--- src/rtl/bus_dma_pkg.sv ---
// bus_dma_pkg: constants and helpers shared by the bus_dma block and its
// environment.
//   WORD_STEP   - byte increment between consecutive 32-bit words
//   IO_IN_ADDR  - memory-mapped input register of the io responder
//   IO_OUT_ADDR - memory-mapped output register of the io responder
//   word_align  - forces a byte address onto a word boundary
package bus_dma_pkg;

    localparam logic [31:0] WORD_STEP   = 32'd4;
    localparam logic [31:0] IO_IN_ADDR  = 32'h0000_0000;
    localparam logic [31:0] IO_OUT_ADDR = 32'h0000_0004;

    // Clear the two byte-select bits; the block only moves whole words.
    function automatic logic [31:0] word_align(input logic [31:0] addr);
        return addr & 32'hFFFF_FFFC;
    endfunction

endpackage

--- src/rtl/bus_dma_if.sv ---
// bus_dma_if: groups the bus_dma request and memory-bus signals.
//   Request side : start, src, dst, len (in to DMA); busy, done (out of DMA)
//   Bus side     : bus_we, bus_addr, bus_wd (out of DMA); bus_rd (in to DMA)
//   Fill option  : fill, fill_val (present only when BUS_DMA_FILL_EN is defined)
// Modports: master = the DMA engine, slave = requester plus memory responder.
interface bus_dma_if #(
    parameter int LEN_W = 16
);
    logic             start;
    logic [31:0]      src;
    logic [31:0]      dst;
    logic [LEN_W-1:0] len;
    logic             busy;
    logic             done;
    logic             bus_we;
    logic [31:0]      bus_addr;
    logic [31:0]      bus_wd;
    logic [31:0]      bus_rd;
`ifdef BUS_DMA_FILL_EN
    logic             fill;
    logic [31:0]      fill_val;

    modport master (
        input  start, src, dst, len, bus_rd, fill, fill_val,
        output busy, done, bus_we, bus_addr, bus_wd
    );
    modport slave (
        output start, src, dst, len, bus_rd, fill, fill_val,
        input  busy, done, bus_we, bus_addr, bus_wd
    );
`else
    modport master (
        input  start, src, dst, len, bus_rd,
        output busy, done, bus_we, bus_addr, bus_wd
    );
    modport slave (
        output start, src, dst, len, bus_rd,
        input  busy, done, bus_we, bus_addr, bus_wd
    );
`endif
endinterface

--- src/rtl/bus_dma.sv ---
// bus_dma: bus initiator that copies len 32-bit words from src to dst.
// Each word takes three cycles: READ (address out), WAIT (registered read
// data returns and is captured), WRITE (write committed at closing edge).
// All outputs are registered.
// Ports:
//   clk  - clock, posedge
//   rst  - synchronous active-high reset
//   bif  - bus_dma_if.master: start/src/dst/len request, busy/done status,
//          bus_we/bus_addr/bus_wd/bus_rd memory bus
// Optional feature macro: BUS_DMA_FILL_EN - adds fill/fill_val; a fill
// request skips READ/WAIT and writes fill_val to one word per cycle.
module bus_dma
    import bus_dma_pkg::*;
#(
    parameter int LEN_W = 16
) (
    input  logic       clk,
    input  logic       rst,
    bus_dma_if.master  bif
);

    typedef enum logic [2:0] {
        S_IDLE  = 3'd0,
        S_READ  = 3'd1,
        S_WAIT  = 3'd2,
        S_WRITE = 3'd3,
        S_DONE  = 3'd4
    } state_e;

    localparam logic [LEN_W-1:0] REM_ZERO = {LEN_W{1'b0}};
    localparam logic [LEN_W-1:0] REM_ONE  = {{(LEN_W-1){1'b0}}, 1'b1};

    state_e           state_q,   state_d;
    logic [31:0]      src_ptr_q, src_ptr_d;
    logic [31:0]      dst_ptr_q, dst_ptr_d;
    logic [LEN_W-1:0] rem_q,     rem_d;
    logic             busy_q,    busy_d;
    logic             done_q,    done_d;
    logic             we_q,      we_d;
    logic [31:0]      addr_q,    addr_d;
    logic [31:0]      wd_q,      wd_d;
    logic             fill_mode_s;

`ifdef BUS_DMA_FILL_EN
    logic             fill_q,    fill_d;
    assign fill_mode_s = fill_q;
`else
    assign fill_mode_s = 1'b0;
`endif

    // Next-state and next-output computation for the transfer FSM.
    always_comb begin
        state_d   = state_q;
        src_ptr_d = src_ptr_q;
        dst_ptr_d = dst_ptr_q;
        rem_d     = rem_q;
        busy_d    = busy_q;
        done_d    = done_q;
        we_d      = we_q;
        addr_d    = addr_q;
        wd_d      = wd_q;
`ifdef BUS_DMA_FILL_EN
        fill_d    = fill_q;
`endif
        case (state_q)
            S_IDLE: begin
                if (bif.start) begin
                    if (bif.len != REM_ZERO) begin
                        src_ptr_d = word_align(bif.src);
                        dst_ptr_d = word_align(bif.dst);
                        rem_d     = bif.len;
                        busy_d    = 1'b1;
`ifdef BUS_DMA_FILL_EN
                        fill_d    = bif.fill;
                        if (bif.fill) begin
                            // Fill skips the read phase: first write goes out now.
                            wd_d    = bif.fill_val;
                            addr_d  = word_align(bif.dst);
                            we_d    = 1'b1;
                            state_d = S_WRITE;
                        end else begin
                            addr_d  = word_align(bif.src);
                            we_d    = 1'b0;
                            state_d = S_READ;
                        end
`else
                        addr_d    = word_align(bif.src);
                        we_d      = 1'b0;
                        state_d   = S_READ;
`endif
                    end else begin
                        // Zero-length request completes with no bus activity.
                        done_d  = 1'b1;
                        state_d = S_DONE;
                    end
                end else begin
                    state_d = S_IDLE;
                end
            end
            S_READ: begin
                state_d = S_WAIT;
            end
            S_WAIT: begin
                // Responder registers its read data, so it is valid only now.
                wd_d    = bif.bus_rd;
                addr_d  = dst_ptr_q;
                we_d    = 1'b1;
                state_d = S_WRITE;
            end
            S_WRITE: begin
                src_ptr_d = src_ptr_q + WORD_STEP;
                dst_ptr_d = dst_ptr_q + WORD_STEP;
                rem_d     = rem_q - REM_ONE;
                if (rem_q == REM_ONE) begin
                    we_d    = 1'b0;
                    busy_d  = 1'b0;
                    done_d  = 1'b1;
                    addr_d  = 32'd0;
                    state_d = S_DONE;
                end else if (fill_mode_s) begin
                    // Back-to-back fill writes: keep we high, step destination.
                    we_d    = 1'b1;
                    addr_d  = dst_ptr_q + WORD_STEP;
                    state_d = S_WRITE;
                end else begin
                    we_d    = 1'b0;
                    addr_d  = src_ptr_q + WORD_STEP;
                    state_d = S_READ;
                end
            end
            S_DONE: begin
                done_d  = 1'b0;
                state_d = S_IDLE;
            end
            default: begin
                busy_d  = 1'b0;
                done_d  = 1'b0;
                we_d    = 1'b0;
                addr_d  = 32'd0;
                wd_d    = 32'd0;
                state_d = S_IDLE;
            end
        endcase
    end

    // State, pointer and registered-output flops with synchronous reset.
    always_ff @(posedge clk) begin
        if (rst) begin
            state_q   <= S_IDLE;
            src_ptr_q <= 32'd0;
            dst_ptr_q <= 32'd0;
            rem_q     <= REM_ZERO;
            busy_q    <= 1'b0;
            done_q    <= 1'b0;
            we_q      <= 1'b0;
            addr_q    <= 32'd0;
            wd_q      <= 32'd0;
`ifdef BUS_DMA_FILL_EN
            fill_q    <= 1'b0;
`endif
        end else begin
            state_q   <= state_d;
            src_ptr_q <= src_ptr_d;
            dst_ptr_q <= dst_ptr_d;
            rem_q     <= rem_d;
            busy_q    <= busy_d;
            done_q    <= done_d;
            we_q      <= we_d;
            addr_q    <= addr_d;
            wd_q      <= wd_d;
`ifdef BUS_DMA_FILL_EN
            fill_q    <= fill_d;
`endif
        end
    end

    assign bif.busy     = busy_q;
    assign bif.done     = done_q;
    assign bif.bus_we   = we_q;
    assign bif.bus_addr = addr_q;
    assign bif.bus_wd   = wd_q;

endmodule

--- src/flat_wrapper.sv ---
// flat-port wrapper written by rule: the top's interface ports become plain ports
module bus_dma_flat import bus_dma_pkg::*;
#(
    parameter int LEN_W = 16
)
  (clk, rst, bif_start, bif_src, bif_dst, bif_len, bif_bus_rd, bif_busy, bif_done, bif_bus_we, bif_bus_addr, bif_bus_wd);
  bus_dma_if #(.LEN_W(LEN_W)) bif_i ();
  input  logic clk;
  input  logic rst;
  input wire logic [$bits(bif_i.start)-1:0] bif_start;
  input wire logic [$bits(bif_i.src)-1:0] bif_src;
  input wire logic [$bits(bif_i.dst)-1:0] bif_dst;
  input wire logic [$bits(bif_i.len)-1:0] bif_len;
  input wire logic [$bits(bif_i.bus_rd)-1:0] bif_bus_rd;
  output wire logic [$bits(bif_i.busy)-1:0] bif_busy;
  output wire logic [$bits(bif_i.done)-1:0] bif_done;
  output wire logic [$bits(bif_i.bus_we)-1:0] bif_bus_we;
  output wire logic [$bits(bif_i.bus_addr)-1:0] bif_bus_addr;
  output wire logic [$bits(bif_i.bus_wd)-1:0] bif_bus_wd;
  assign bif_i.start = bif_start;
  assign bif_i.src = bif_src;
  assign bif_i.dst = bif_dst;
  assign bif_i.len = bif_len;
  assign bif_i.bus_rd = bif_bus_rd;
  assign bif_busy = bif_i.busy;
  assign bif_done = bif_i.done;
  assign bif_bus_we = bif_i.bus_we;
  assign bif_bus_addr = bif_i.bus_addr;
  assign bif_bus_wd = bif_i.bus_wd;
  bus_dma #(.LEN_W(LEN_W)) u_core (.clk(clk), .rst(rst), .bif(bif_i));
endmodule
--- config.mk ---
export PLATFORM = sky130hd
export DESIGN_NAME = bus_dma_flat
export DESIGN_NICKNAME = d
export VERILOG_FILES = /design/src/rtl/bus_dma_pkg.sv /design/src/rtl/bus_dma_if.sv /design/src/rtl/bus_dma.sv /design/src/flat_wrapper.sv
export SDC_FILE = /design/constraint.sdc
export NUM_CORES = 1
export LEC_CHECK = 0
export CAP_MARGIN = 40
export CORE_ASPECT_RATIO = 1.4
export CORE_MARGIN = 10
export CORE_UTILIZATION = 51
export CTS_BUF_LIST = sky130_fd_sc_hd__clkbuf_8 sky130_fd_sc_hd__clkbuf_16
export CTS_CLUSTER_SIZE = 10
export DETAILED_ROUTE_END_ITERATION = 10
export PLACE_DENSITY_LB_ADDON = 0.12
export SLEW_MARGIN = 40
export SYNTH_ARGS = -nofsm -noshare
export SYNTH_HDL_FRONTEND = slang
export SYNTH_SLANG_ARGS = --single-unit
--- constraint.sdc ---
create_clock -name clk -period 2.6 [get_ports clk]
set_input_delay 0.52 -clock clk [delete_from_list [all_inputs] [get_ports clk]]
set_output_delay 0.52 -clock clk [all_outputs]
set_load 0.005 [all_outputs]
==> impl.org, run 1 <==
** Outcome
- Run status :: finished, final reports clean

** Critical path
- Largest driver fanout on the critical path :: 7
- Required time at the worst-slack endpoint :: 2950 ps
- On the worst path, the slowest cell contributes a delay of 570 ps.
- Family with the most delay on the worst path :: compound AO/OA/AOI/OAI gates
- The worst setup path is captured at a flop.
- Startpoint types :: input port
- Crit Path Class :: in -> reg
- Reg2reg start :: u_core.rem_q[0]
- Launch point of the worst path :: bif_len[11]
- The signal on the critical path passes through clkdlybuf4s50_1, or4_4, o41a_1, o21ai_4, buf_12, buf_4, nand2_1, a21oi_2.
- Data on the critical path arrives at its endpoint at between 2000 and 3000 ps.
- Counting both buffers and inverters, the worst setup path holds a total of 3.
- Among all stages on the critical path, the largest delay is contributed by or4_4.

** Synth
- Post-synthesis cell type with the largest combined area :: dfxtp_1
- Synthesized netlist cell count :: about 1000
- Counting every net in the synthesized netlist gives 1131.
- The synthesized design contains 145 register bits.
- Sequential element share of the synthesized area :: 0.364
- Ys async rst share :: 0
- The average instance in the mapped netlist occupies 7.89 sq um.
- Largest cells by area after synthesis :: dfxtp_1 36%, a21oi_1 5.3%, a22oi_1 5.2%, nand2_1 5.2%, nor2_1 4.1%
- For this run, the number of Yosys warnings is 0.
- In this run, distinct cell masters in the synthesized netlist total 71.
- The share of synthesized area in the top cell type comes to 0.364.
- Counting flops with a built-in enable in the synthesized netlist gives 0.
- Combined area of all synthesized cells :: 0.00798 sq mm
- In the synthesized netlist the dominant register cell turns out to be dfxtp_1.

** Timing
- Highest achievable clock rate :: about 390 MHz
- Pins Over Slew Limit :: 0
- Count of final hold-check violations :: 0
- Final hold analysis gives a worst-case slack of 327 ps.
- For the pin with the worst max-slew slack, the measured transition is 827 ps.
- Worst slew margin relative to its limit :: 0.449
- Across the routed clock network, the largest skew measured is 13.0 ps.
- For the finished layout, the period the worst path requires is 2580 ps.
- Of the available clock period, the critical path in the final layout requires 0.994.
- Setup violations remaining at the end of the flow were counted as 0.

** CTS
- Clock latency on the worst-skew pair :: around 430 ps
- Clock-pin transition on the worst setup and hold timing paths :: 60 ps
- Number of buffers on the longest clock path :: 2
- Clock root buffer :: clkbuf_16
- Hold-fix buffers at CTS :: 0
- H-tree levels :: 4
- TritonCTS built the clock tree.
- Buffers inserted during clock tree synthesis total 17.
- Total number of clock tree sinks :: 145

** Final layout
- In the final layout, the share of cells above drive strength 1 is 0.127.
- After the last flow step, the layout net total stands at 1332.
- Compared with the post-synthesis result, the final layout area differs by 40.2%.
- After routing the design area is 0.0112 sq mm.
- The repair_antennas step left the layout with diodes totalling 0.

** Min path
- Hold Path Origin :: rst
- Hold Path Class :: in -> reg

** Routing
- Antenna Violating Nets Remaining :: 0
- Post-Route WL :: 29000 um
- Detail-routed net length per standard cell :: 20.4 um
- Drt pass-1 iters :: 7
- Routed vias :: slightly above 9000
- The detailed router finished its first iteration with 1214 violations.
- In the routed layout, each cell is associated on average with a via count of 6.39.
- Drc violations :: 0

** Job
- Across the run, the number of max-cap violations was 0.

** GRT
- The number of global-route vias before repair came to 8731.
- Summed over all layers, the global routing overflow is 0.
- Number of antenna violations at the first check in global routing :: 0
- GR Util All Layers :: 0.257
- First-pass GRT wire length :: 45200 um
- Maximum number of pins on one net before global-route repair :: 67

** Power
- VDD sags by at most ~0.00046 V.
- Power comes to 8.40 mW.
- Power spread over the standard cell area amounts to 751 mW/mm^2.
- The analysis attributes to cell leakage a power of 4.12 nW.

** Floorplanning
- Core ar. :: 0.0155 sq mm
- Die Area :: 0.0211 sq mm
- The die is around 130 um wide.
- The initialized floorplan defines 54 standard-cell rows.
- Measured along the y axis, the die boundary spans between 150 and 200 um.
- The initial utilization of the core area, before any placement, comes to 0.516.
- approximately 180 I/O pins were placed.

** Placed design
- Port Buffer Count :: 177
- DP HPWL :: between 20000 and 25000 um
- Routability cong. :: 0.943
- The placed instances occupy a cell area of 0.0104 sq mm.
[where the power goes]
| group | switching [mW] | leakage [nW] | internal (mW) |
|---|---|---|---|
| sequential | 0.401 | 1.19 | 2.61 |
| clock | 0.992 | 0.265 | 1.33 |
| combinational | 1.57 | 2.67 | 1.50 |
| total | 2.96 | 4.12 | 5.44 |
[worst reg2reg max path: stages, from the launching register on]
cell and delay, ps:
dfxtp_1 410, ha_1 170, nor4b_1 310, and4_1 360, buf_4 180, nand2b_1 410
o21ai_0 190, a22o_1 220
[repair_timing]
action,4_1_cts,5_1_grt
endpoints found under the setup margin,3,29
resized for setup,0,18
pin swaps,1,9
cloned,0,5
buffers inserted,1,3
[layout by cell type, fill, tap and decap left out, types with 8 or more instances in the layout]
master / count
nand2_1: 110
nor4_1: 20
o31ai_1: 14
a21oi_1: 82
nand4_1: 19
dfxtp_1: 145
clkbuf_16: 20
a222oi_1: 11
a211oi_1: 8
a32oi_1: 13
or3_1: 8
nor2_1: 87
and2_1: 13
o21ai_0: 49
a22oi_1: 55
o32ai_1: 19
buf_4: 78
buf_12: 12
nand3_1: 36
o22ai_1: 8
and4_1: 10
inv_1: 21
a22o_1: 16
a21o_1: 9
dlymetal6s2s_1: 12
nor3_1: 24
clkdlybuf4s50_1: 164
xnor2_1: 20
[synthesized netlist by cell type, drive strengths merged (6+ instances only)]
master,number
a211oi,8
a21o,9
a21oi,86
a222oi,11
a22o,16
a22oi,55
a311oi,7
a32oi,13
and2,13
and4,10
buf,19
clkbuf,72
dfxtp,145
inv,20
nand2,110
nand3,36
nand4,19
nor2,88
nor3,25
nor3b,7
nor4,24
o211ai,7
o21ai,51
o22ai,8
o31a,6
o31ai,14
o32ai,21
or3,8
or4,9
xnor2,20
[area by class of cell]
type,instances,area (sq um)
Clock buffer,18,439
Tap cell,196,245
Fill cell,1216,4290
Sequential cell,145,2900
Clock inverter,14,118
Inverter,21,78.8
Timing Repair Buffer,273,2740
Multi-Input combinational cell,755,4670
[kinds of logic (layout without fill, tap and decap cells)]
| logic type | count (synthesis) | count (layout) | synth area share |
|---|---|---|---|
| xor gates and xnor gates | 23 | 23 | 0.0252 |
| DFF | 145 | 145 | 0.364 |
| adders and majority gates | 4 | 4 | 0.00627 |
| and+or+nand+nor | 370 | 370 | 0.230 |
| muxes | 1 | 1 | 0.00125 |
| AOI/OAI and AO/OA | 357 | 357 | 0.317 |
| buffers and inverters | 112 | 326 | 0.0566 |
[final timing paths]
kind / endpoint / slack, ps / depth (start not counted)
max: u_core.src_ptr_q[9] / 20 / 8
min: u_core.dst_ptr_q[23] / 330 / 2
max reg2reg: u_core.bif.bus_addr[2] / 250 / 7
min reg2reg: u_core.bif.bus_addr[4] / 450 / 2
[per-layer routing]
layer / GRT usage / vias up / wire length (um)
li1: - / 4256 / -
met1: 0.293 / 4210 / 11100
met2: 0.422 / 524 / 13700
met3: 0.0858 / 97 / 3020
met4: 0.127 / 0 / 1140
met5: 0 / - / 0
[through the flow]
stage               setup WS (ps)  utilization  std cells  TNS [ps]
floorplan                     188            -       1012         0
global placement             -390        0.675       1381    -30610
detailed placement           -471        0.675       1381    -36240
CTS                          4.47        0.712       1414         0
global route                -36.4        0.723       1422     -93.7
finish                       16.4        0.723       1422         0
[sequential cells by signal, indices dropped and copies added (netlist names)]
| signal | flops |
|---|---|
| u_core.bif.bus_addr | 31 |
| u_core.state_q | 3 |
| u_core.rem_q | 16 |
| u_core.bif.bus_we | 1 |
| u_core.bif.busy | 1 |
| u_core.bif.done | 1 |
| u_core.dst_ptr_q | 30 |
| u_core.src_ptr_q | 30 |
| u_core.bif.bus_wd | 32 |
Note: power is estimated with default switching activity, not from simulation.
==> run 2: changes to the inputs <==
- HOLD_SLACK_MARGIN: unset -> 0.15
- clock period: 2.6 -> 2.7 ns (I/O delays scaled with it)
==> run 2 against run 1 <==
Flip-flop and latch count unchanged. Sequential share of layout area increased by 0.35 points. Worst hold slack improved by 14 ps. Largest cell class unchanged. Clock-buffer cell count increased by 1. Highest routed layer unchanged. Non-clock buffer count decreased by 11.
==> impl.org, run 2 (same netlist as run 1, synthesis figures left out) <==
** CTS
- The H-tree level count is 4 (unchanged).
- CTS tree :: yes
- Clock latency on the worst-skew pair :: 430 ps (about the same)
- Number of buffers on the longest clock path :: 2 (unchanged)
- The root buffer cell chosen for the clock tree is clkbuf_16.
- Clock-pin transition on the worst setup and hold timing paths :: 60 ps (about the same)
- Number of buffers inserted during clock tree synthesis :: 17 (unchanged)
- The number of clock sinks came to 145 (unchanged).

** GRT
- The residual overflow from global routing was 0 (unchanged).
- The number of antenna violations at the first check in global routing was 0 (unchanged).
- GR Util All Layers :: 0.253 (-0.00444)
- The first-pass GRT wire length is 44600 um (-1.4%).
- Maximum number of pins on one net before global-route repair :: 49 (-27%)
- The number of global-route vias before repair is 8511 (-2.5%).

** Routing
- The residual DRC count was 0 (unchanged).
- Post-Route WL :: 28500 um (-1.5%)
- The number of iterations in the first detailed-routing pass came to 7 (unchanged).
- Routed vias :: 9005 (-0.90%)
- The first-iteration detailed-routing DRC count is 1100 (-9.4%).
- Detail-routed net length per standard cell :: 20.2 um (-0.75%)
- Antenna Violating Nets Remaining :: 0 (unchanged)
- The ratio of routed vias to standard cells was 6.38 (-0.13%).

** Final layout
- Max reg flops :: 32 (unchanged)
- Most frequent cells in the layout :: 176 x clkdlybuf4s50_1, 145 x dfxtp_1, 110 x nand2_1, 87 x nor2_1, 83 x a21oi_1
- Leaving out fill and tap cells, the most frequent cell in the layout is clkdlybuf4s50_1.
- Relative to the synthesized area, the layout overhead comes to 38.3%.
- Layout cell share with drive strength beyond 1 :: 0.116 (-0.0112)
- The number of nets in the layout came to 1321 (-0.83%).
- The final-layout fill cell count is 1266 (+4.1%).
- Antenna Cells :: 0 (unchanged)

** Timing
- The worst path needs 2620 ps of the cycle, external delays included.
- The final-report max-slew violation count was 0 (unchanged).
- Highest achievable clock rate :: 382 MHz
- Setup repair after global routing left no endpoint under its margin.
- The setup violation total in the final timing report came to 0 (unchanged).
- Transition time of the tightest slew-check pin :: 720 ps (-107 ps)
- The worst path setup slack after routing came to 82.1 ps (+65.7 ps).
- Of the available clock period, the critical path in the final layout requires 0.970.
- Minimum hold slack :: 341 ps (+14.4 ps)
- The final-report hold violation count came to 0 (unchanged).
- The relative max-transition margin came to 0.518 (+0.0697).
- Worst clock skew on the final layout :: 10.6 ps (-2.48 ps)
- The final setup TNS was 0 ps (unchanged).

** Floorplanning
- Initial cell density of the core :: 0.516 (unchanged)
- Width of the die :: 126 um (unchanged)
- The count of standard-cell rows is 54 (unchanged).
- The core outline area is 0.0155 sq mm (unchanged).
- The overall die height came to 168 um (unchanged).
- The die area came to 0.0211 sq mm (unchanged).
- The count of pins on the block boundary came to 182 (unchanged).

** Power
- The sequential fraction of design power came to 0.357 (about the same).
- VDD IR max :: 0.000661 V (+43%)
- The leakage power came to 3.94 nW (-4.4%).
- Internal Dissipation :: 5.34 mW (-1.8%)
- The clock power share is 0.303 (+0.026).
- The fraction of power consumed by combinational cells is 0.340 (-0.025).
- Proportion of total power due to net switching :: 0.344 (-0.00840)
- Total net switching power :: 2.80 mW (-5.4%)
- Power Dens Cells :: 738 mW/mm^2 (-1.7%)
- Total Power :: 8.14 mW (-3.1%)

** Critical path
- Depth of the most critical reg-to-reg path :: 8 (+1)
- Endpoint arrival time on the critical path :: 2970 ps (+30 ps)
- Most used cell, CP :: buf_4
- Crit Path Class :: in -> reg
- Endpoint kind of the worst setup timing path :: flop
- Startpoint types :: input port
- The stage delay of the slowest cell on the critical path came to 580 ps (about the same).
- Number of gates on the worst path with buffers counted :: 9 (+1)
- Sequence of cells on the critical path :: clkdlybuf4s50_1, or4_4, o41a_1, buf_4, buf_4, o22ai_1, buf_4, a21oi_1, o22ai_1
- Largest driver fanout on the critical path :: 6 (-1)
- Required time at the worst-slack endpoint :: 3050 ps (+100 ps)
- Family with the most delay on the worst path :: buffers and inverters
- For this design, the slowest cell found on the critical path is or4_4.
- Buffers & Inverters on Critical Path :: 4 (+1)

** Placed design
- DP HPWL :: 20500 um (-0.17%)
- The pre-CTS setup slack was -354 ps (+118 ps).
- Port Buffer Count :: 177 (unchanged)
- The routability congestion estimate from global placement is 0.928 (-1.6%).

** Outcome
- Run status :: finished, final reports clean

** Min path
- Cells on Worst Hold Path :: 2 (unchanged)
- The worst hold path belongs to the class in -> reg.

** Job
- The number of max-cap violations came to 0 (unchanged).
==> run 2: cell count changes in the layout (fill, tap and decap cells not counted), moves of 2 or more <==
| cell | change |
|---|---|
| buf_4 | -3 |
| buf_6 | -4 |
| bufinv_16 | +2 |
| clkbuf_16 | -3 |
| clkdlybuf4s50_1 | +12 |
| clkinv_2 | -4 |
| dlymetal6s2s_1 | -12 |
==> run 2: stage by stage <==
step / utilization / cells / area (sq um)
after floorplan: - / 1012 / 7980
after global placement: 0.673 / 1378 / 10400
after detailed placement: 0.673 / 1378 / 10400
after CTS: 0.713 / 1410 / 11000
after global routing: 0.713 / 1411 / 11000
final: 0.713 / 1411 / 11000
==> run 2: power by group through the flow <==
stage / combinational [mW] / clock [mW] / sequential (mW)
6_report: 2.77 / 2.47 / 2.90
5_1_grt: 3.00 / 2.56 / 2.95
4_1_cts: 2.75 / 2.49 / 2.88
3_5_place_dp: 2.72 / 0 / 2.93
3_3_place_gp: 2.69 / 0 / 2.91
2_1_floorplan: 1.55 / 0 / 2.81
==> run 2: final timing paths <==
| path | startpoint | end | slack (ps) |
|---|---|---|---|
| worst max-delay path | bif_len[10] | u_core.src_ptr_q[13] | 80 |
| worst min-delay path | rst | u_core.dst_ptr_q[23] | 340 |
| worst max register to register | u_core.rem_q[1] | u_core.bif.bus_addr[19] | 430 |
| worst min register to register | u_core.bif.bus_addr[4] | u_core.bif.bus_addr[4] | 450 |
==> run 2: metal layers <==
layer | global-route usage | routed length, um | up-vias
met5 | 0 | 0 | -
met4 | 0.115 | 1220 | 0
met3 | 0.0789 | 3030 | 97
met2 | 0.417 | 13600 | 486
met1 | 0.293 | 10700 | 4193
li1 | - | - | 4229
==> run 2: cell type report <==
class                      count  area [sq um]  area share
multi-input combinational    755          4650       0.421
inverter                      21          78.8     0.00714
timing repair buffer         262          2540       0.231
clock buffer                  19           453      0.0410
tap                          196           245      0.0222
clock inverter                13           161      0.0146
sequential                   145          2900       0.263
==> run 2: timing repair <==
action | in CTS | in global routing
setup buffers | 0 | 1
hold buffers | 0 | 0
resized for setup | 0 | 1
setup endpoints to repair | 0 | 2
